===== src/rtl/regfile_wb_scheduler_if.sv =====
// Handshake and write-port bundle for the register-file writeback scheduler.
// Ports: issue, ALU/load writeback, register-file write, hazard check, status.
interface regfile_wb_scheduler_if #(
    parameter int DW   = 16,
    parameter int AW   = 3,
    parameter int NREG = 8
);
    logic            iss_valid;
    logic [AW-1:0]   iss_dr;
    logic            iss_ready;

    logic            alu_valid;
    logic [AW-1:0]   alu_dr;
    logic [DW-1:0]   alu_data;
    logic            alu_ready;

    logic            mem_valid;
    logic [AW-1:0]   mem_dr;
    logic [DW-1:0]   mem_data;
    logic            mem_ready;

    logic            rf_we;
    logic [AW-1:0]   rf_dr;
    logic [DW-1:0]   rf_data;

    logic [AW-1:0]   chk_sr1;
    logic [AW-1:0]   chk_sr2;
    logic            chk_stall;
    logic [NREG-1:0] busy;
    logic            err_underflow;

    // Scheduler side
    modport slave (
        input  iss_valid, iss_dr,
        input  alu_valid, alu_dr, alu_data,
        input  mem_valid, mem_dr, mem_data,
        input  chk_sr1, chk_sr2,
        output iss_ready, alu_ready, mem_ready,
        output rf_we, rf_dr, rf_data,
        output chk_stall, busy, err_underflow
    );

    // Pipeline / environment side
    modport master (
        output iss_valid, iss_dr,
        output alu_valid, alu_dr, alu_data,
        output mem_valid, mem_dr, mem_data,
        output chk_sr1, chk_sr2,
        input  iss_ready, alu_ready, mem_ready,
        input  rf_we, rf_dr, rf_data,
        input  chk_stall, busy, err_underflow
    );
endinterface


===== src/rtl/regfile_wb_scheduler.sv =====
// Arbitrates the single register-file write port between load and ALU
// writebacks and tracks per-register pending writes for decode hazards.
// Ports: clk, rst (sync, active-high), wb_if (slave modport of
// regfile_wb_scheduler_if: issue, ALU/load requests, rf write, status).
module regfile_wb_scheduler #(
    parameter int DW       = 16,
    parameter int AW       = 3,
    parameter int NREG     = 8,
    parameter int CNT_W    = 2,
    parameter int MAX_PEND = 3
) (
    input  logic                   clk,
    input  logic                   rst,
    regfile_wb_scheduler_if.slave  wb_if
);

    localparam logic [CNT_W-1:0] MAX_C = CNT_W'(MAX_PEND);
    localparam logic [CNT_W-1:0] ONE_C = CNT_W'(1);

    logic [CNT_W-1:0] cnt_q [NREG];
    logic [CNT_W-1:0] cnt_d [NREG];
    logic             err_q, err_d;
    logic             rf_we_q, rf_we_d;
    logic [AW-1:0]    rf_dr_q, rf_dr_d;
    logic [DW-1:0]    rf_data_q, rf_data_d;

    logic             iss_acc;
    logic             alu_acc;
    logic             mem_acc;
    logic [NREG-1:0]  inc_v;
    logic [NREG-1:0]  dec_v;
    logic [NREG-1:0]  busy;

    // Load is older in program order, so it always owns the write port.
    assign wb_if.mem_ready = ~rst;
    assign wb_if.alu_ready = ~rst & ~wb_if.mem_valid;
    assign wb_if.iss_ready = ~rst & (cnt_q[wb_if.iss_dr] < MAX_C);

    assign mem_acc = wb_if.mem_valid & wb_if.mem_ready;
    assign alu_acc = wb_if.alu_valid & wb_if.alu_ready;
    assign iss_acc = wb_if.iss_valid & wb_if.iss_ready;

    // Output staging register: accepted request becomes the next rf write.
    always_comb begin
        rf_we_d   = mem_acc | alu_acc;
        rf_dr_d   = rf_dr_q;
        rf_data_d = rf_data_q;
        if (mem_acc) begin
            rf_dr_d   = wb_if.mem_dr;
            rf_data_d = wb_if.mem_data;
        end else if (alu_acc) begin
            rf_dr_d   = wb_if.alu_dr;
            rf_data_d = wb_if.alu_data;
        end
    end

    // Pending-write scoreboard. An issue and a commit to the same register
    // cancel out; a commit against an empty counter is flagged, not wrapped.
    always_comb begin
        inc_v = '0;
        dec_v = '0;
        err_d = err_q;
        for (int i = 0; i < NREG; i++) begin
            cnt_d[i] = cnt_q[i];
            inc_v[i] = iss_acc & (wb_if.iss_dr == AW'(i));
            dec_v[i] = rf_we_q & (rf_dr_q == AW'(i));
            if (dec_v[i] && (cnt_q[i] == '0)) begin
                err_d = 1'b1;
            end
            if (inc_v[i] && !dec_v[i]) begin
                cnt_d[i] = cnt_q[i] + ONE_C;
            end else if (dec_v[i] && !inc_v[i] && (cnt_q[i] != '0)) begin
                cnt_d[i] = cnt_q[i] - ONE_C;
            end
        end
    end

    always_ff @(posedge clk) begin
        if (rst) begin
            for (int i = 0; i < NREG; i++) begin
                cnt_q[i] <= '0;
            end
            err_q     <= 1'b0;
            rf_we_q   <= 1'b0;
            rf_dr_q   <= '0;
            rf_data_q <= '0;
        end else begin
            for (int i = 0; i < NREG; i++) begin
                cnt_q[i] <= cnt_d[i];
            end
            err_q     <= err_d;
            rf_we_q   <= rf_we_d;
            rf_dr_q   <= rf_dr_d;
            rf_data_q <= rf_data_d;
        end
    end

    for (genvar g = 0; g < NREG; g++) begin : g_busy
        assign busy[g] = (cnt_q[g] != '0);
    end

    assign wb_if.busy          = busy;
    assign wb_if.chk_stall     = busy[wb_if.chk_sr1] | busy[wb_if.chk_sr2];
    assign wb_if.err_underflow = err_q;
    assign wb_if.rf_we         = rf_we_q;
    assign wb_if.rf_dr         = rf_dr_q;
    assign wb_if.rf_data       = rf_data_q;

endmodule


===== src/flat_wrapper.sv =====
// flat-port wrapper written by rule: the top's interface ports become plain ports
module regfile_wb_scheduler_flat 
#(
    parameter int DW       = 16,
    parameter int AW       = 3,
    parameter int NREG     = 8,
    parameter int CNT_W    = 2,
    parameter int MAX_PEND = 3
)
  (clk, rst, wb_if_iss_valid, wb_if_iss_dr, wb_if_alu_valid, wb_if_alu_dr, wb_if_alu_data, wb_if_mem_valid, wb_if_mem_dr, wb_if_mem_data, wb_if_chk_sr1, wb_if_chk_sr2, wb_if_iss_ready, wb_if_alu_ready, wb_if_mem_ready, wb_if_rf_we, wb_if_rf_dr, wb_if_rf_data, wb_if_chk_stall, wb_if_busy, wb_if_err_underflow);
  regfile_wb_scheduler_if #(.DW(DW), .AW(AW), .NREG(NREG)) wb_if_i ();
  input  logic clk;
  input  logic rst;
  input wire logic [$bits(wb_if_i.iss_valid)-1:0] wb_if_iss_valid;
  input wire logic [$bits(wb_if_i.iss_dr)-1:0] wb_if_iss_dr;
  input wire logic [$bits(wb_if_i.alu_valid)-1:0] wb_if_alu_valid;
  input wire logic [$bits(wb_if_i.alu_dr)-1:0] wb_if_alu_dr;
  input wire logic [$bits(wb_if_i.alu_data)-1:0] wb_if_alu_data;
  input wire logic [$bits(wb_if_i.mem_valid)-1:0] wb_if_mem_valid;
  input wire logic [$bits(wb_if_i.mem_dr)-1:0] wb_if_mem_dr;
  input wire logic [$bits(wb_if_i.mem_data)-1:0] wb_if_mem_data;
  input wire logic [$bits(wb_if_i.chk_sr1)-1:0] wb_if_chk_sr1;
  input wire logic [$bits(wb_if_i.chk_sr2)-1:0] wb_if_chk_sr2;
  output wire logic [$bits(wb_if_i.iss_ready)-1:0] wb_if_iss_ready;
  output wire logic [$bits(wb_if_i.alu_ready)-1:0] wb_if_alu_ready;
  output wire logic [$bits(wb_if_i.mem_ready)-1:0] wb_if_mem_ready;
  output wire logic [$bits(wb_if_i.rf_we)-1:0] wb_if_rf_we;
  output wire logic [$bits(wb_if_i.rf_dr)-1:0] wb_if_rf_dr;
  output wire logic [$bits(wb_if_i.rf_data)-1:0] wb_if_rf_data;
  output wire logic [$bits(wb_if_i.chk_stall)-1:0] wb_if_chk_stall;
  output wire logic [$bits(wb_if_i.busy)-1:0] wb_if_busy;
  output wire logic [$bits(wb_if_i.err_underflow)-1:0] wb_if_err_underflow;
  assign wb_if_i.iss_valid = wb_if_iss_valid;
  assign wb_if_i.iss_dr = wb_if_iss_dr;
  assign wb_if_i.alu_valid = wb_if_alu_valid;
  assign wb_if_i.alu_dr = wb_if_alu_dr;
  assign wb_if_i.alu_data = wb_if_alu_data;
  assign wb_if_i.mem_valid = wb_if_mem_valid;
  assign wb_if_i.mem_dr = wb_if_mem_dr;
  assign wb_if_i.mem_data = wb_if_mem_data;
  assign wb_if_i.chk_sr1 = wb_if_chk_sr1;
  assign wb_if_i.chk_sr2 = wb_if_chk_sr2;
  assign wb_if_iss_ready = wb_if_i.iss_ready;
  assign wb_if_alu_ready = wb_if_i.alu_ready;
  assign wb_if_mem_ready = wb_if_i.mem_ready;
  assign wb_if_rf_we = wb_if_i.rf_we;
  assign wb_if_rf_dr = wb_if_i.rf_dr;
  assign wb_if_rf_data = wb_if_i.rf_data;
  assign wb_if_chk_stall = wb_if_i.chk_stall;
  assign wb_if_busy = wb_if_i.busy;
  assign wb_if_err_underflow = wb_if_i.err_underflow;
  regfile_wb_scheduler #(.DW(DW), .AW(AW), .NREG(NREG), .CNT_W(CNT_W), .MAX_PEND(MAX_PEND)) u_core (.clk(clk), .rst(rst), .wb_if(wb_if_i));
endmodule

===== config.mk =====
export PLATFORM = sky130hd
export DESIGN_NAME = regfile_wb_scheduler_flat
export DESIGN_NICKNAME = d
export VERILOG_FILES = /design/src/rtl/regfile_wb_scheduler_if.sv /design/src/rtl/regfile_wb_scheduler.sv /design/src/flat_wrapper.sv
export SDC_FILE = /design/constraint.sdc
export NUM_CORES = 1
export LEC_CHECK = 0
export CORE_MARGIN = 2
export CORE_UTILIZATION = 40
export DETAILED_ROUTE_END_ITERATION = 10
export PLACE_DENSITY = 0.71
export SLEW_MARGIN = 25
export SYNTH_ARGS = -nofsm -noshare
export SYNTH_HDL_FRONTEND = slang
export SYNTH_SLANG_ARGS = --single-unit
export TNS_END_PERCENT = 5

===== constraint.sdc =====
create_clock -name clk -period 2.1 [get_ports clk]
set_input_delay 0.42 -clock clk [delete_from_list [all_inputs] [get_ports clk]]
set_output_delay 0.42 -clock clk [all_outputs]
set_load 0.02 [all_outputs]

==> key figures, run 1 <==
Logic synthesis
  – Cells after Synth: 296
  – FFs w/ async S/R, synth: 0
  – Yosys warnings: 0
  – Syn Nets: 348
  – Post-synth EDFFs: 0
  – Syn_area_per_cell: 7.938 sq um
  – Mapped cell area: 2350 sq um
  – Main synth FF type: dfxtp_1
  – Register area share after synthesis: 0.3152
  – Number of synthesized register bits: 37
  – Netlist cell types: between 40 and 50

Route
  – DR vias: around 2.6k
  – Routed WL: 6.999 mm
  – Starting DRT DRC Count: 140
  – Vias/cell: 5.470
  – Post-DRT Antenna Nets: 0
  – # DRC: 0
  – Drt wl/cell: 14.77 microns
  – DRT Pass-1 Iters: 4

CTS
  – H-tree depth: 2
  – Clk sinks: 37
  – CTS Buffer Depth: 2
  – CTS tree: yes
  – # hold bufs at CTS: 0
  – Clock Root Buffer: clkbuf_8
  – Cts bufs inserted: 5
  – Clk slew on worst S/H paths: 0.07 ns
  – Insertion delay to the later sink of the worst-skew pair: 0.30 ns
  – Post-CTS Setup Inserts: 0

Timing
  – Fin. Hold Viols: 0
  – Max_slew headroom: 0.7505
  – Unrepaired setup endpoints after global routing: true
  – Final Cycle Share: 1.043
  – Final Max Tran Viols: 0
  – Worst slew pin tran: 0.3648 ns
  – Tmin final: roughly 2.2 ns
  – Setup tns final: -0.08999 ns
  – Setup WS post-layout: -0.08999 ns
  – Fmax: 0.4566 GHz
  – Setup violations, final: 1
  – Layout Skew: 0.009509 ns

Global route
  – Initial antenna violation count: 0
  – First-pass GRT wire length: 11.24 mm
  – Total gr overflow: 0
  – Number of global-route vias before repair: 2518
  – Tot GR Track Use: 0.2243
  – Pin count of the biggest net entering global routing: 40

Worst setup path
  – CP peak stage delay: 0.49 ns
  – CP required: 1.68 ns
  – Worst setup SP type: input pin
  – CP Class: in2out
  – Arrival @ worst endpoint: 1.77 ns
  – Slowest CP cell: clkdlybuf4s50_1
  – Setup crit end kind: primary output
  – Worst path bufs/invs: 2
  – R2R setup slack: 0.40 ns
  – Critical path peak fanout: 1
  – Critical path, cell by cell: clkdlybuf4s50_1 > mux4_2 > or2_1 > buf_6
  – Delay-heaviest family, CP: buffers and inverters

Final layout
  – # fillers: roughly 510
  – Commonest non-fill, non-tap cell in the layout: clkdlybuf4s50_1
  – Post-layout util: 0.6575
  – Share of layout cells above drive strength 1: 0.2090
  – Commonest non-fill, non-tap cells in the layout: 75 x clkdlybuf4s50_1, 45 x nor2_1, 35 x buf_4
  – Area Growth Syn to Fin: 55.96%
  – Sequential cell area: 747.0 sq um
  – Antenna cell count: 0
  – Multi-input gate area in the final layout: 1515 sq um
  – Final nets: between 400 and 500

Die
  – Starting Density: 0.4215
  – Die height: 80.65 microns
  – Die Wd: 80.65 microns
  – Row cnt: 27
  – Core area: 5574 sq um
  – Die area: 6504 sq um
  – Io pins: 85

Pwr
  – P_leak: 0.001520 uW
  – Maximum vdd drop: 0.3964 mV
  – PwrDens: 515.3 nW/um^2

Run status
  – Status: complete, but fails checks
  – Violated checks: negative setup slack

Placed design
  – Number of port buffers: 84
  – Post-Place Setup Slack: -0.7724 ns
  – Detailed Place HPWL: ~5.1 mm
  – GPL Wtd Cong: 0.8539

Flow run
  – Max-cap violations: 0

Hold path
  – Worst Hold Class: reg2reg
==> metrics by stage <==
| step | cell area [sq um] | hold WS, ns | std cells | power, uW |
|---|---|---|---|---|
| final | 3665 | 0.5655 | 474 | 1888 |
| after detailed placement | 3471 | 0.5525 | 466 | 1235 |
| after CTS | 3616 | 0.5739 | 474 | 1899 |
| after global routing | 3665 | 0.5813 | 474 | 1975 |
| after global placement | 3471 | 0.5392 | 466 | 1227 |
| after floorplan | 2350 | 0.4963 | 296 | 999.5 |
==> worst reg2reg max path: stages, from the launching register on <==
cell and delay, ns:
dfxtp_1 0.52, or4b_1 0.57, a31oi_1 0.20, a21oi_1 0.09
a211oi_1 0.23
==> routing by layer <==
layer	global-route usage	share of wire	vias up
met3	0.08090	0.087	8
met4	0.07627	0.016	0
met5	0	0	-
met2	0.3717	0.46	91
li1	-	-	1295
met1	0.2674	0.44	1199
==> cell usage after synthesis, types with 2 or more instances <==
master / n / area (sq um)
nand3_1: 10 / 50.05
a211oi_2: 2 / 25.02
nor4b_1: 2 / 17.52
inv_1: 10 / 37.54
nand3b_1: 2 / 15.01
and4b_1: 3 / 30.03
a31oi_1: 6 / 37.54
o211ai_1: 2 / 15.01
a21oi_1: 34 / 170.2
dfxtp_1: 37 / 740.7
xor2_1: 4 / 35.03
nor3_1: 9 / 45.04
mux4_2: 2 / 45.04
or2_2: 4 / 25.02
nor2_1: 49 / 183.9
o21bai_1: 2 / 15.01
buf_2: 4 / 20.02
and4bb_2: 2 / 25.02
clkbuf_1: 18 / 67.56
or2_1: 2 / 12.51
nor3b_2: 2 / 25.02
nand2b_1: 2 / 12.51
xnor2_1: 4 / 35.03
o311a_1: 7 / 70.07
nand2_1: 7 / 26.28
nand4b_1: 2 / 17.52
mux2i_1: 19 / 190.2
buf_6: 2 / 22.52
a211oi_1: 13 / 97.59
o21ai_0: 13 / 65.06
o311ai_0: 2 / 17.52
o22ai_1: 2 / 12.51
nand4_1: 2 / 12.51
a31o_2: 2 / 17.52
==> area by class of cell <==
cell class / instances / area share
inverters: 10 / 0.01024
multi-input cells: 224 / 0.4135
clock inverters: 2 / 0.01024
flip-flops and latches: 37 / 0.2038
repair buffers: 123 / 0.3151
clock buffers: 6 / 0.02253
well taps: 72 / 0.02458
==> registers in the layout, summed over array words and instances, names as in the netlist <==
name                        cells
u_core.wb_if.err_underflow      1
u_core.wb_if.rf_data           16
u_core.wb_if.rf_dr              3
u_core.cnt_q                   16
u_core.wb_if.rf_we              1
==> path summary, 6_finish.rpt <==
kind / start / endpoint / cells past startpoint
max: wb_if_chk_sr2[2] / wb_if_chk_stall / 4
min: u_core.cnt_q[7][0]$_SDFFE_PP0P_ / u_core.cnt_q[7][0]$_SDFFE_PP0P_ / 2
max reg2reg: u_core.wb_if.rf_we$_SDFF_PP0_ / u_core.cnt_q[0][0]$_SDFFE_PP0P_ / 4
min reg2reg: u_core.cnt_q[7][0]$_SDFFE_PP0P_ / u_core.cnt_q[7][0]$_SDFFE_PP0P_ / 2
==> power by group <==
group / internal, uW / switching, uW / total [uW]
Combinational: 251 / 207 / 458
Clock: 386 / 275 / 661
Sequential: 734 / 35.4 / 769
==> cell families (layout without fill, tap and decap cells) <==
family	after synthesis	after routing	synth area share
AOI/OAI and AO/OA	89	89	0.2513
xor gates and xnor gates	8	8	0.02982
buffers and inverters	35	141	0.06496
DFF	37	37	0.3152
muxes	21	21	0.1001
and+or+nand+nor	106	106	0.2386
==> repair_timing <==
| action | in CTS | in global routing |
|---|---|---|
| resized for setup | 26 | 20 |
| setup endpoints to repair | 5 | 5 |
| pin swaps | 0 | 6 |
| cloned | 0 | 0 |
(Power assumes the default switching activity.)
==> inputs of run 2 (changes only) <==
--- a/config.mk
+++ b/config.mk
@@ -6,10 +6,9 @@
 export NUM_CORES = 1
 export LEC_CHECK = 0
 export CORE_MARGIN = 2
-export CORE_UTILIZATION = 40
+export CORE_UTILIZATION = 45
 export DETAILED_ROUTE_END_ITERATION = 10
-export PLACE_DENSITY = 0.71
-export SLEW_MARGIN = 25
+export PLACE_DENSITY = 0.79
 export SYNTH_ARGS = -nofsm -noshare
 export SYNTH_HDL_FRONTEND = slang
 export SYNTH_SLANG_ARGS = --single-unit
==> run 2 against run 1 <==
  * The flow still finishes with violations (negative setup slack)
  * Via count is 0.50% higher
  * Sequential share of layout area up 0.11 points
  * Die area fell by 11%
  * First-iteration DRC count up 42%
  * Routed wire length is 0.16% lower
  * Critical path depth unchanged
  * Cell count down 0.42%
  * Final area shrank 0.55%
  * Critical path type unchanged
==> key figures, run 2 (same netlist as run 1, synthesis figures left out) <==
Run status
  – Status: complete, but fails checks (unchanged)
  – Violated checks: negative setup slack (unchanged)

CTS
  – Insertion delay to the later sink of the worst-skew pair: 0.28 ns (was 0.30 ns)
  – Clk sinks: 37 (unchanged)
  – Clk slew on worst S/H paths: 0.07 ns (about the same)
  – Cts bufs inserted: 5 (unchanged)
  – # hold bufs at CTS: 0 (unchanged)
  – H-tree depth: 2 (unchanged)
  – Clock Root Buffer: clkbuf_8 (unchanged)
  – CTS Buffer Depth: 2 (unchanged)
  – CTS tree: yes (unchanged)

Global route
  – Initial antenna violation count: 0 (unchanged)
  – Pin count of the biggest net entering global routing: 40 (unchanged)
  – First-pass GRT wire length: 11.65 mm (was 11.24 mm)
  – Met1 track demand over resource: 0.2871 (was 0.2674)
  – Total gr overflow: 0 (unchanged)
  – Number of global-route vias before repair: 2595 (was 2518)
  – GRT Max-Usage Layer: met2 (unchanged)
  – Routing usage on met3: 0.08294 (was 0.08090)
  – Tot GR Track Use: 0.2382 (was 0.2243)
  – GR Util met2: 0.4071 (was 0.3717)

Route
  – Routed WL: 6.988 mm (was 6.999 mm)
  – DR vias: 2606 (was 2593)
  – Post-DRT Antenna Nets: 0 (unchanged)
  – # DRC: 0 (unchanged)
  – Drt wl/cell: 14.81 microns (was 14.77 microns)
  – Starting DRT DRC Count: 199 (was 140)
  – DRT Pass-1 Iters: 4 (unchanged)
  – Vias/cell: 5.521 (was 5.470)

Pwr
  – Maximum vdd drop: 0.3980 mV (was 0.3964 mV)
  – PwrDens: 508.9 nW/um^2 (was 515.3 nW/um^2)
  – P_leak: 0.001496 uW (was 0.001520 uW)

Hold path
  – Hold wc startpoint: u_core.cnt_q[7][0]$_SDFFE_PP0P_ (unchanged)
  – Min-Delay Path Depth: 2 (unchanged)
  – Worst Hold Class: reg2reg (unchanged)
  – Hold EP: u_core.cnt_q[7][0]$_SDFFE_PP0P_ (unchanged)

Worst setup path
  – CP peak stage delay: 0.50 ns (was 0.49 ns)
  – Critical path, cell by cell: clkdlybuf4s50_1 > mux4_2 > or2_1 > buf_6 (unchanged)
  – Reg-to-reg endpoint: u_core.cnt_q[0][1]$_SDFFE_PP0P_ (was u_core.cnt_q[0][0]$_SDFFE_PP0P_)
  – Number of cells on the worst reg-to-reg path: 4 (unchanged)
  – Worst setup SP type: input pin (unchanged)
  – Setup crit end kind: primary output (unchanged)
  – Arrival @ worst endpoint: 1.78 ns (was 1.77 ns)
  – Critical path peak fanout: 1 (unchanged)
  – Slowest CP cell: mux4_2 (was clkdlybuf4s50_1)
  – CP required: 1.68 ns (about the same)
  – R2R Path Start: u_core.wb_if.rf_we$_SDFF_PP0_ (unchanged)
  – R2R setup slack: 0.42 ns (was 0.40 ns)
  – CP Class: in2out (unchanged)

Placed design
  – Detailed Place HPWL: 5.113 mm (was 5.104 mm)
  – DP Cell Count: 461 (was 466)
  – Post-Place Setup Slack: -0.7661 ns (was -0.7724 ns)
  – GPL Wtd Cong: 0.8065 (was 0.8539)
  – DP Area: 3446 sq um (was 3471 sq um)
  – Number of port buffers: 84 (unchanged)

Die
  – Row cnt: 26 (was 27)
  – Die Wd: 76.26 microns (was 80.65 microns)
  – Die height: 76.26 microns (was 80.65 microns)
  – Core area: 5075 sq um (was 5574 sq um)
  – Starting Density: 0.4630 (was 0.4215)
  – Die area: 5816 sq um (was 6504 sq um)
  – Io pins: 85 (unchanged)

Timing
  – Layout Skew: 0.008951 ns (was 0.009509 ns)
  – Tmin final: 2.198 ns (was 2.190 ns)
  – Fin Hold WS: 0.5428 ns (was 0.5655 ns)
  – Unrepaired setup endpoints after global routing: true (unchanged)
  – Final Max Tran Viols: 0 (unchanged)
  – Fmax: 0.4550 GHz (was 0.4566 GHz)
  – Final Cycle Share: 1.047 (was 1.043)
  – Setup WS post-layout: -0.09794 ns (was -0.08999 ns)
  – Fin. Hold Viols: 0 (unchanged)
  – Setup violations, final: 2 (was 1)
  – Worst slew pin tran: 0.3861 ns (was 0.3648 ns)
  – Max_slew headroom: 0.7359 (was 0.7505)

Final layout
  – # fillers: 414 (was 513)
  – Final cell count without fillers: 472 (was 474)
  – Final nets: 453 (unchanged)
  – Antenna cell count: 0 (unchanged)
  – Share of layout cells above drive strength 1: 0.1990 (was 0.2090)
  – Post-layout util: 0.7182 (was 0.6575)
  – Post-route cell area: 3645 sq um (was 3665 sq um)
  – Commonest non-fill, non-tap cells in the layout: 76 x clkdlybuf4s50_1, 46 x nor2_1, 35 x buf_4 (was 75 x clkdlybuf4s50_1, 45 x nor2_1, 35 x buf_4)
  – Area Growth Syn to Fin: 55.11% (was 55.96%)
  – Multi-input gate area in the final layout: 1503 sq um (was 1515 sq um)
  – Commonest non-fill, non-tap cell in the layout: clkdlybuf4s50_1 (unchanged)
  – Sequential cell area: 747.0 sq um (unchanged)

Flow run
  – Max-cap violations: 0 (unchanged)
-- run 2: cell count changes in the layout (fill, tap and decap cells not counted), sizes merged --
cell / before / now
buf: 42 / 41
clkdlybuf4s15: 1 / 2
clkdlybuf4s50: 75 / 76
clkinv: 0 / 1
clkinvlp: 1 / 0
dlymetal6s2s: 3 / 2
-- run 2: what timing repair did --
action	CTS	global route
setup buffers	0	3
gates resized for setup	24	16
setup endpoints to repair	4	5
pin swaps	0	4
-- run 2: through the flow --
| step | setup TNS, ns | total power [uW] |
|---|---|---|
| 2_1_floorplan | 0 | 999.5 |
| 3_3_place_gp | -1.700 | 1224 |
| 3_5_place_dp | -1.934 | 1235 |
| 4_1_cts | -0.1158 | 1855 |
| 5_1_grt | -0.2452 | 1937 |
| 6_report | -0.1185 | 1855 |
-- run 2: critical path: cells and delay by family --
| kind | cells | cell delay, ns |
|---|---|---|
| multiplexers | 1 | 0.50 |
| AND/OR/NAND/NOR | 1 | 0.25 |
| buffers and inverters | 2 | 0.61 |
-- run 2: how the worst max path moves through the flow --
stage	from	end	slack [ns]	cells after the start
global route	u_core.cnt_q[7][0]$_SDFFE_PP0P_	wb_if_chk_stall	-0.16	6
global placement	wb_if_chk_sr2[1]	wb_if_chk_stall	-0.70	6
detailed placement	wb_if_chk_sr1[1]	wb_if_chk_stall	-0.77	6
floorplan	wb_if_chk_sr2[1]	wb_if_chk_stall	0.17	5
finish	wb_if_chk_sr2[2]	wb_if_chk_stall	-0.1	4
CTS	wb_if_chk_sr1[0]	wb_if_chk_stall	-0.11	4
-- run 2: area by class of cell --
class	instances	area share
multi-input cells	224	0.4123
repair buffers	123	0.3179
well taps	70	0.02403
clock inverters	2	0.01064
inverters	10	0.01030
flip-flops and latches	37	0.2049
clock buffers	6	0.01991
-- run 2: power by group --
group | internal [uW] | leakage [uW] | switching [uW]
logic | 252 | 0.00114 | 210
clock network | 357 | 0.0000554 | 267
registers | 734 | 0.000305 | 34.8
-- run 2: metal layers --
metal / share of wire / up-vias
met5: 0 / -
met4: 0.012 / 0
met3: 0.078 / 8
met2: 0.47 / 85
met1: 0.44 / 1226
li1: - / 1287
==> inputs of run 3 (changes only) <==
--- a/config.mk
+++ b/config.mk
@@ -5,6 +5,7 @@
 export SDC_FILE = /design/constraint.sdc
 export NUM_CORES = 1
 export LEC_CHECK = 0
+export CAP_MARGIN = 20
 export CORE_MARGIN = 2
 export CORE_UTILIZATION = 45
 export DETAILED_ROUTE_END_ITERATION = 10
==> results of run 3 <==
No change in the layout: final DEF, timing and power equal those of run 2.
